File: src/rtl/sram_like_pkg.sv
// Shared definitions for the sram-like responder: access-size encoding,
// default sizing and the byte write-enable decode.
package sram_like_pkg;

  typedef enum logic [1:0] {
    SIZE_BYTE = 2'd0,
    SIZE_HALF = 2'd1,
    SIZE_WORD = 2'd2,
    SIZE_ILL  = 2'd3
  } size_e;

  localparam int unsigned DEPTH_DEFAULT     = 4;
  localparam logic [7:0]  LFSR_SEED_DEFAULT = 8'hA5;

  // Unaligned half/word accesses fall onto the aligned-down lanes.
  function automatic logic [3:0] wen_decode(input logic [1:0] size, input logic [1:0] lane);
    logic [3:0] wen;
    case (size_e'(size))
      SIZE_BYTE: wen = 4'b0001 << lane;
      SIZE_HALF: wen = lane[1] ? 4'b1100 : 4'b0011;
      SIZE_WORD: wen = '1;
      default:   wen = '0;
    endcase
    return wen;
  endfunction

endpackage

File: src/rtl/sram_like2sram_resp_fifo.sv
// resp_fifo: synchronous FIFO holding completed responses until delivered.
// DEPTH must be a power of two so the pointers wrap naturally.
module resp_fifo #(
  parameter int unsigned WIDTH = 32,
  parameter int unsigned DEPTH = 4
) (
  input  logic                     clk,
  input  logic                     resetn,
  input  logic                     push,
  input  logic [WIDTH-1:0]         wdata,
  input  logic                     pop,
  output logic [WIDTH-1:0]         rdata,
  output logic                     full,
  output logic                     empty,
  output logic [$clog2(DEPTH):0]   count
);

  localparam int unsigned AW = $clog2(DEPTH);
  localparam logic [AW:0] FULL_CNT = DEPTH[AW:0];

  logic [WIDTH-1:0] mem [DEPTH];
  logic [AW-1:0]    wr_ptr;
  logic [AW-1:0]    rd_ptr;
  logic [AW:0]      cnt;
  logic             do_pop;

  assign do_pop = pop && (cnt != '0);

  always_ff @(posedge clk) begin
    if (!resetn) begin
      wr_ptr <= '0;
      rd_ptr <= '0;
      cnt    <= '0;
    end else begin
      if (push)   wr_ptr <= wr_ptr + 1'b1;
      if (do_pop) rd_ptr <= rd_ptr + 1'b1;
      case ({push, do_pop})
        2'b10:   cnt <= cnt + 1'b1;
        2'b01:   cnt <= cnt - 1'b1;
        default: cnt <= cnt;
      endcase
    end
  end

  always_ff @(posedge clk) begin
    if (push) mem[wr_ptr] <= wdata;
  end

  assign rdata = mem[rd_ptr];
  assign full  = (cnt == FULL_CNT);
  assign empty = (cnt == '0);
  assign count = cnt;

endmodule

File: src/rtl/sram_like2sram.sv
// sram-like responder in front of a 1-cycle synchronous SRAM; responses in order.
// Optional random accept stalls when SRAM_LIKE_DELAY_EN is defined.
module sram_like2sram
  import sram_like_pkg::*;
#(
  parameter int unsigned DEPTH     = DEPTH_DEFAULT,
  parameter logic [7:0]  LFSR_SEED = LFSR_SEED_DEFAULT
) (
  input  logic        clk,
  input  logic        resetn,
  input  logic        req,
  input  logic        wr,
  input  logic [1:0]  size,
  input  logic [31:0] addr,
  input  logic [31:0] wdata,
  output logic        addr_ok,
  output logic        data_ok,
  output logic [31:0] rdata,
  output logic        ram_en,
  output logic [3:0]  ram_wen,
  output logic [31:0] ram_addr,
  output logic [31:0] ram_wdata,
  input  logic [31:0] ram_rdata
);

  localparam int unsigned CW = $clog2(DEPTH) + 1;

  logic          pipe_valid;
  logic          pipe_zero;
  logic [31:0]   pipe_data;
  logic          fifo_push;
  logic          fifo_full;
  logic          fifo_empty;
  logic [CW-1:0] fifo_count;
  logic [31:0]   fifo_rdata;
  logic [CW-1:0] outstanding;
  logic          has_room;
  logic          gate_ok;

`ifdef SRAM_LIKE_DELAY_EN
  logic [7:0] lfsr;

  always_ff @(posedge clk) begin
    if (!resetn) lfsr <= LFSR_SEED;
    else         lfsr <= {lfsr[6:0], lfsr[7] ^ lfsr[5] ^ lfsr[4] ^ lfsr[3]};
  end

  assign gate_ok = (lfsr[1:0] == 2'b00);
`else
  assign gate_ok = 1'b1;
`endif

  // A pop in the same cycle is deliberately not credited back to capacity.
  assign outstanding = fifo_count + CW'(pipe_valid);
  assign has_room    = (outstanding < CW'(DEPTH));
  assign addr_ok     = resetn && req && has_room && gate_ok;

  assign ram_en    = addr_ok;
  assign ram_wen   = (addr_ok && wr) ? wen_decode(size, addr[1:0]) : '0;
  assign ram_addr  = {addr[31:2], 2'b00};
  assign ram_wdata = wdata;

  // Writes and illegal-size accesses both answer with zero data.
  always_ff @(posedge clk) begin
    if (!resetn) begin
      pipe_valid <= 1'b0;
      pipe_zero  <= 1'b0;
    end else begin
      pipe_valid <= addr_ok;
      pipe_zero  <= wr || (size == SIZE_ILL);
    end
  end

  assign pipe_data = pipe_zero ? '0 : ram_rdata;
  assign fifo_push = pipe_valid && !fifo_full;

  resp_fifo #(
    .WIDTH (32),
    .DEPTH (DEPTH)
  ) u_resp_fifo (
    .clk    (clk),
    .resetn (resetn),
    .push   (fifo_push),
    .wdata  (pipe_data),
    .pop    (data_ok),
    .rdata  (fifo_rdata),
    .full   (fifo_full),
    .empty  (fifo_empty),
    .count  (fifo_count)
  );

  assign data_ok = resetn && !fifo_empty;
  assign rdata   = data_ok ? fifo_rdata : '0;

endmodule
File: config.mk
export PLATFORM = sky130hd
export DESIGN_NAME = sram_like2sram
export DESIGN_NICKNAME = d
export VERILOG_FILES = /design/src/rtl/sram_like_pkg.sv /design/src/rtl/sram_like2sram_resp_fifo.sv /design/src/rtl/sram_like2sram.sv
export SDC_FILE = /design/constraint.sdc
export NUM_CORES = 1
export LEC_CHECK = 0
export ABC_AREA = 1
export CAP_MARGIN = 40
export CORE_MARGIN = 2
export CORE_UTILIZATION = 54
export DETAILED_ROUTE_END_ITERATION = 8
export DONT_BUFFER_PORTS = 1
export PLACE_DENSITY = 0.79
export SLEW_MARGIN = 20
export SYNTH_ARGS = -nofsm -noshare
export SYNTH_HDL_FRONTEND = slang
export SYNTH_SLANG_ARGS = --single-unit
File: constraint.sdc
create_clock -name clk -period 2.6 [get_ports clk]
set_input_delay 0.52 -clock clk [delete_from_list [all_inputs] [get_ports clk]]
set_output_delay 0.52 -clock clk [all_outputs]
set_load 0.01 [all_outputs]
==> results.md, run 1 <==
- Status: complete, no violations
- Fin Clk Skew: 0.0109 ns
- Maximum vdd drop: 0.000570 V
- GRT Max-Usage Layer: met2
- Via count: 4020
- Max clock buf depth: 2
- Flops & latches, synth: 139
- Met1 Usage GRT: 22.2%
- Worst Setup End Kind: primary output
- Grt total ovfl: 0
- CP cell instances: inv_2 > buf_4 > o21ai_1 > a21oi_1
- Place WS: 0.582 ns
- Yosys top cell by area: edfxtp_1
- CTS tree: built
- DPL Wire Length: 8.74 mm
- Hold slack: 0.219 ns
- Synth unique cells: 19
- Cells after synthesis: 605
- Fin crit period: 2.46 ns
- Die Span Y: 112 µm
- # diodes: 0
- H-tree depth: 4
- Fmax: 0.407 GHz
- Slew Viols, Final: 0
- Post-Syn Area: 6340 µm²
- Power per cell area: 985 nW/µm²
- Final worst setup slack: 0.144 ns
- CTS sink count: 139
- Critical path arrival: 1.94 ns
- Final non-filler cell total: 716
- Critical path class: reg -> out
- Max-capacitance violation count: 0
- Total core area: 11400 µm²
- Total Wirelength: 13.6 mm
- Final Cycle Share: 94.5%
- Rows: 39
- First-pass GRT wire length: 20.6 mm
- CTS clock-pin slew for the worst setup and hold paths: 0.06 ns
- Final GP Congestion: 0.779
- GRT Total Usage: 21.7%
- Share of cells above drive strength 1: 11.0%
- Crit path max-delay cell type: dfxtp_2
- CP required: 2.08 ns
- Seq/Total Area, Yosys: 64.1%
- Residual DRC: 0
- Pin count of the biggest net entering global routing: 33
- Met2 Use GR: 38.1%
- Area grow syn2layout: 5.81%
- Fillers: 909
- Dominant cells by area after synthesis: edfxtp_1 61%, nor2_1 10%, buf_4 7.7%, dfxtp_1 3.5%, inv_1 3.2%
- Total CTS buffers: 17
- Worst Hold Class: in -> reg
- Final hold violation count: 0
- Vias in the first global route: 4126
- Cell total after placement: 681
- Max FO, Critical Path: 28
- Initial antenna violation count: 0
- Post-DR wirelength/cell: 18.9 µm
- Final net count: 668
- Setup crit start kind: flop
- Syn_area_per_cell: 10.5 µm²
- Total negative setup slack: 0 ns
- Drt first pass iters: 5
- Pwr Total: 6.60 mW
- Io pins: 205
- Drt initial violations: 300
- Worst skew pair latency: 0.42 ns
- I/O Buffers: 0
- Worst stage delay on the critical path: 0.41 ns
- DIE WIDTH: 112 µm
- Met3 usage: 9.56%
- CTS root buf: clkbuf_16
- Via/cell ratio: 5.61
- Final antenna-violating net count: 0
- Leakage power: 2.51 nW
- # hold bufs at CTS: 0
- Die area: 12600 µm²
- Starting Density: 55.5%
- RSZ-0062 raised after global routing: no
- Final setup violation count: 0
- Synth warn: 0
- Yosys top cell area share: 60.7%
kinds of logic after synthesis:
logic type                 after synthesis  synth area share, %
other                                    1               0.0592
buffers and inverters                  147                 13.6
DFF                                    139                 64.1
and+or+nand+nor                        201                 12.1
adders and majority gates                6                 1.30
AOI/OAI and AO/OA                      111                 8.85
state kept, by name, summed over array words and instances (netlist names), named ones only:
name / flops
u_resp_fifo.count: 3
pipe_valid: 1
u_resp_fifo.wr_ptr: 2
pipe_zero: 1
u_resp_fifo.rd_ptr: 2
u_resp_fifo.mem: 128
worst max-delay path, delay by kind of cell, from the launching register on:
| kind | cells | cell delay (ns) |
|---|---|---|
| compound gates | 2 | 0.40 |
| buf+inv | 2 | 0.70 |
| flops | 1 | 0.41 |
cell type report:
cell class / count / area [µm²] / share of cell area (%)
Timing Repair Buffer: 27 / 228 / 3.40
Tap cell: 143 / 179 / 2.67
Multi-Input combinational cell: 320 / 1450 / 21.6
Sequential cell: 139 / 4070 / 60.6
Inverter: 55 / 210 / 3.14
Clock buffer: 18 / 429 / 6.40
Clock inverter: 14 / 146 / 2.18
layout by cell type, fill, tap and decap left out, types with 5 or more instances in the layout:
master        n
a21oi_1      40
buf_4        25
clkbuf_16    17
clkinvlp_4    5
dfxtp_1      10
edfxtp_1    128
ha_1          5
inv_1        53
nand2_1      19
nand3_1       5
nor2_1      171
o21ai_0      29
o21ai_1      38
path summary, 6_finish.rpt:
kind / end / depth (start not counted) / slack (ns) / start
setup reg to reg: u_resp_fifo.count[2] / 13 / 0.62 / u_resp_fifo.count[1]
hold / removal: u_resp_fifo.count[2] / 2 / 0.22 / resetn
setup / recovery: rdata[15] / 4 / 0.14 / flop
hold reg to reg: u_resp_fifo.rd_ptr[1] / 2 / 0.50 / u_resp_fifo.rd_ptr[1]
what timing repair did:
action,CTS,global route
setup buffers,0,3
setup endpoints to repair,0,1
resized for setup,0,1
per-layer routing:
metal / vias to the layer above / share of wire, %
met1: 1905 / 34
met2: 230 / 52
met3: 38 / 11
met5: - / 0
li1: 1847 / -
met4: 0 / 2.5
synth_stat cells:
cell type    n
buf_4       65
nand3_1      5
o21ai_0     29
conb_1       1
fa_1         1
edfxtp_1   128
a21oi_1     40
inv_1       54
a31oi_1      4
nor2_1     175
clkbuf_1    11
inv_2        1
buf_2        9
dfxtp_1     11
o21ai_1     38
buf_6        7
nand2_1     19
ha_1         5
nand4_1      2
power by group:
part           leakage [nW]  internal (mW)  switching [mW]
sequential             1.27           2.62          0.0954
combinational         0.981          0.480            1.08
clock                 0.268           1.41           0.916
through the flow:
stage	util (%)	instance area (µm²)
floorplan	-	6340
global placement	53.4	6100
detailed placement	53.4	6100
CTS	58.5	6680
global route	58.7	6700
finish	58.7	6700
Power figures use the tool's default switching activity.
==> inputs of run 2 (changes only) <==
- CORE_ASPECT_RATIO: unset -> 1.2
==> run 2 against run 1 <==
Die area barely moved. Flip-flop and latch count stayed put. Combinational power hardly changed. Register-to-register slack better by 0.03 ns. Setup slack got worse by 0.047 ns. Hold slack better by 0.0078 ns. Cell count rose by 1.3%. Count of clock-buffer cells in the layout is 1 higher. Total power shrank 0.83%. Fmax fell by 1.9%.
==> results.md, run 2 (same netlist as run 1, synthesis figures left out) <==
- Status: complete, no violations
- First-pass GRT wire length: 21.7 mm
- Via count: 3979
- DPL Wire Length: 9.68 mm
- Leakage power: 2.50 nW
- Design area: 6680 µm²
- CTS clock-pin slew for the worst setup and hold paths: 0.06 ns
- Final GP Congestion: 0.790
- Fin Clk Skew: 0.00671 ns
- # hold bufs at CTS: 0
- Final setup violation count: 0
- CTS sink count: 139
- Actual slew at the worst max-slew pin: 0.514 ns
- Slew Viols, Final: 0
- Fillers: 916
- RSZ-0062 raised after global routing: no
- Rel. slew slack: 65.7%
- Vias in the first global route: 3911
- Final hold violation count: 0
- Post_cts resized: 0
- Total CTS buffers: 17
- Die Span Y: 123 µm
- Area grow syn2layout: 5.37%
- CP required: 2.08 ns
- CTS root buf: clkbuf_16
- Share of cells above drive strength 1: 9.68%
- Total core area: 11500 µm²
- Max-capacitance violation count: 0
- Pin count of the biggest net entering global routing: 50
- Critical path class: reg -> out
- Worst skew pair latency: 0.41 ns
- Most frequent cells in the layout: 171 x nor2_1, 128 x edfxtp_1, 54 x inv_1
- Fin crit period: 2.50 ns
- Initial antenna violation count: 0
- Max FFs per register: 128
- Total Wirelength: 14.9 mm
- I/O Buffers: 0
- Worst Setup End Kind: primary output
- Largest Register: u_resp_fifo.mem
- Final antenna-violating net count: 0
- # diodes: 0
- Max clock buf depth: 2
- Total negative setup slack: 0 ns
- Placed inst area: 6120 µm²
- Die area: 12600 µm²
- Io pins: 205
- Maximum vdd drop: 0.000773 V
- Critical path arrival: 1.98 ns
- Worst Hold Class: in -> reg
- Setup crit start kind: flop
- Rows: 43
- DIE WIDTH: 103 µm
- H-tree depth: 4
- Max FO, Critical Path: 49
- Drt initial violations: 500
- GRT Total Usage: 23.9%
- Grt total ovfl: 0
- Final net count: 663
- Drt first pass iters: 5
- Fmax: 0.400 GHz
- Residual DRC: 0
- Power per cell area: 980 nW/µm²
- CTS tree: built
- Hold slack: 0.227 ns
- Final Cycle Share: 96.3%
- Starting Density: 55.0%
- Most common cell after layout, fill and taps aside: nor2_1
- Post-DR wirelength/cell: 20.6 µm
- Setup Buffers After CTS: 0
- Via/cell ratio: 5.49
run 2: per-layer routing:
| metal | vias up | part of all wire (%) | global-route usage (%) |
|---|---|---|---|
| met1 | 1895 | 33 | 25.3 |
| met4 | 0 | 3.8 | 11.9 |
| met3 | 51 | 9.8 | 8.88 |
| met5 | - | 0 | 0 |
| met2 | 184 | 53 | 41.2 |
| li1 | 1849 | - | - |
run 2: final timing paths:
check | start | end | slack, ns | depth (start not counted)
max | flop | rdata[12] | 0.1 | 6
min | resetn | u_resp_fifo.count[2] | 0.23 | 2
max reg2reg | u_resp_fifo.count[1] | u_resp_fifo.count[2] | 0.65 | 12
min reg2reg | u_resp_fifo.rd_ptr[0] | u_resp_fifo.rd_ptr[0] | 0.49 | 1
run 2: layout make-up:
cell class / count / area [µm²] / share of cell area, %
Tap cell: 157 / 196 / 2.94
Inverter: 55 / 206 / 3.09
Multi-Input combinational cell: 320 / 1450 / 21.7
Clock inverter: 13 / 126 / 1.89
Timing Repair Buffer: 22 / 203 / 3.04
Sequential cell: 139 / 4070 / 60.9
Clock buffer: 19 / 433 / 6.48
run 2: critical path: stages, from the launching register on:
cell     delay [ns]
dfxtp_2        0.52
buf_12         0.28
nor2_1         0.08
nor2_1         0.12
o21ai_1        0.11
a21oi_1        0.27
buf_4          0.17
run 2: power breakdown:
part / switching, mW / internal, mW / total, mW / leakage [nW]
clock: 0.882 / 1.40 / 2.28 / 0.266
sequential: 0.0985 / 2.62 / 2.72 / 1.27
combinational: 1.08 / 0.469 / 1.55 / 0.964
run 2: through the flow:
step / setup slack, ns / util [%] / total power [mW] / cells
final: 0.0970 / 58.0 / 6.55 / 725
after global routing: 0.0400 / 58.0 / 6.84 / 725
after CTS: 0.0951 / 58.0 / 6.57 / 725
after detailed placement: 0.594 / 53.1 / 4.29 / 693
after global placement: 0.643 / 53.1 / 4.21 / 693
after floorplan: 0.168 / - / 4.00 / 606
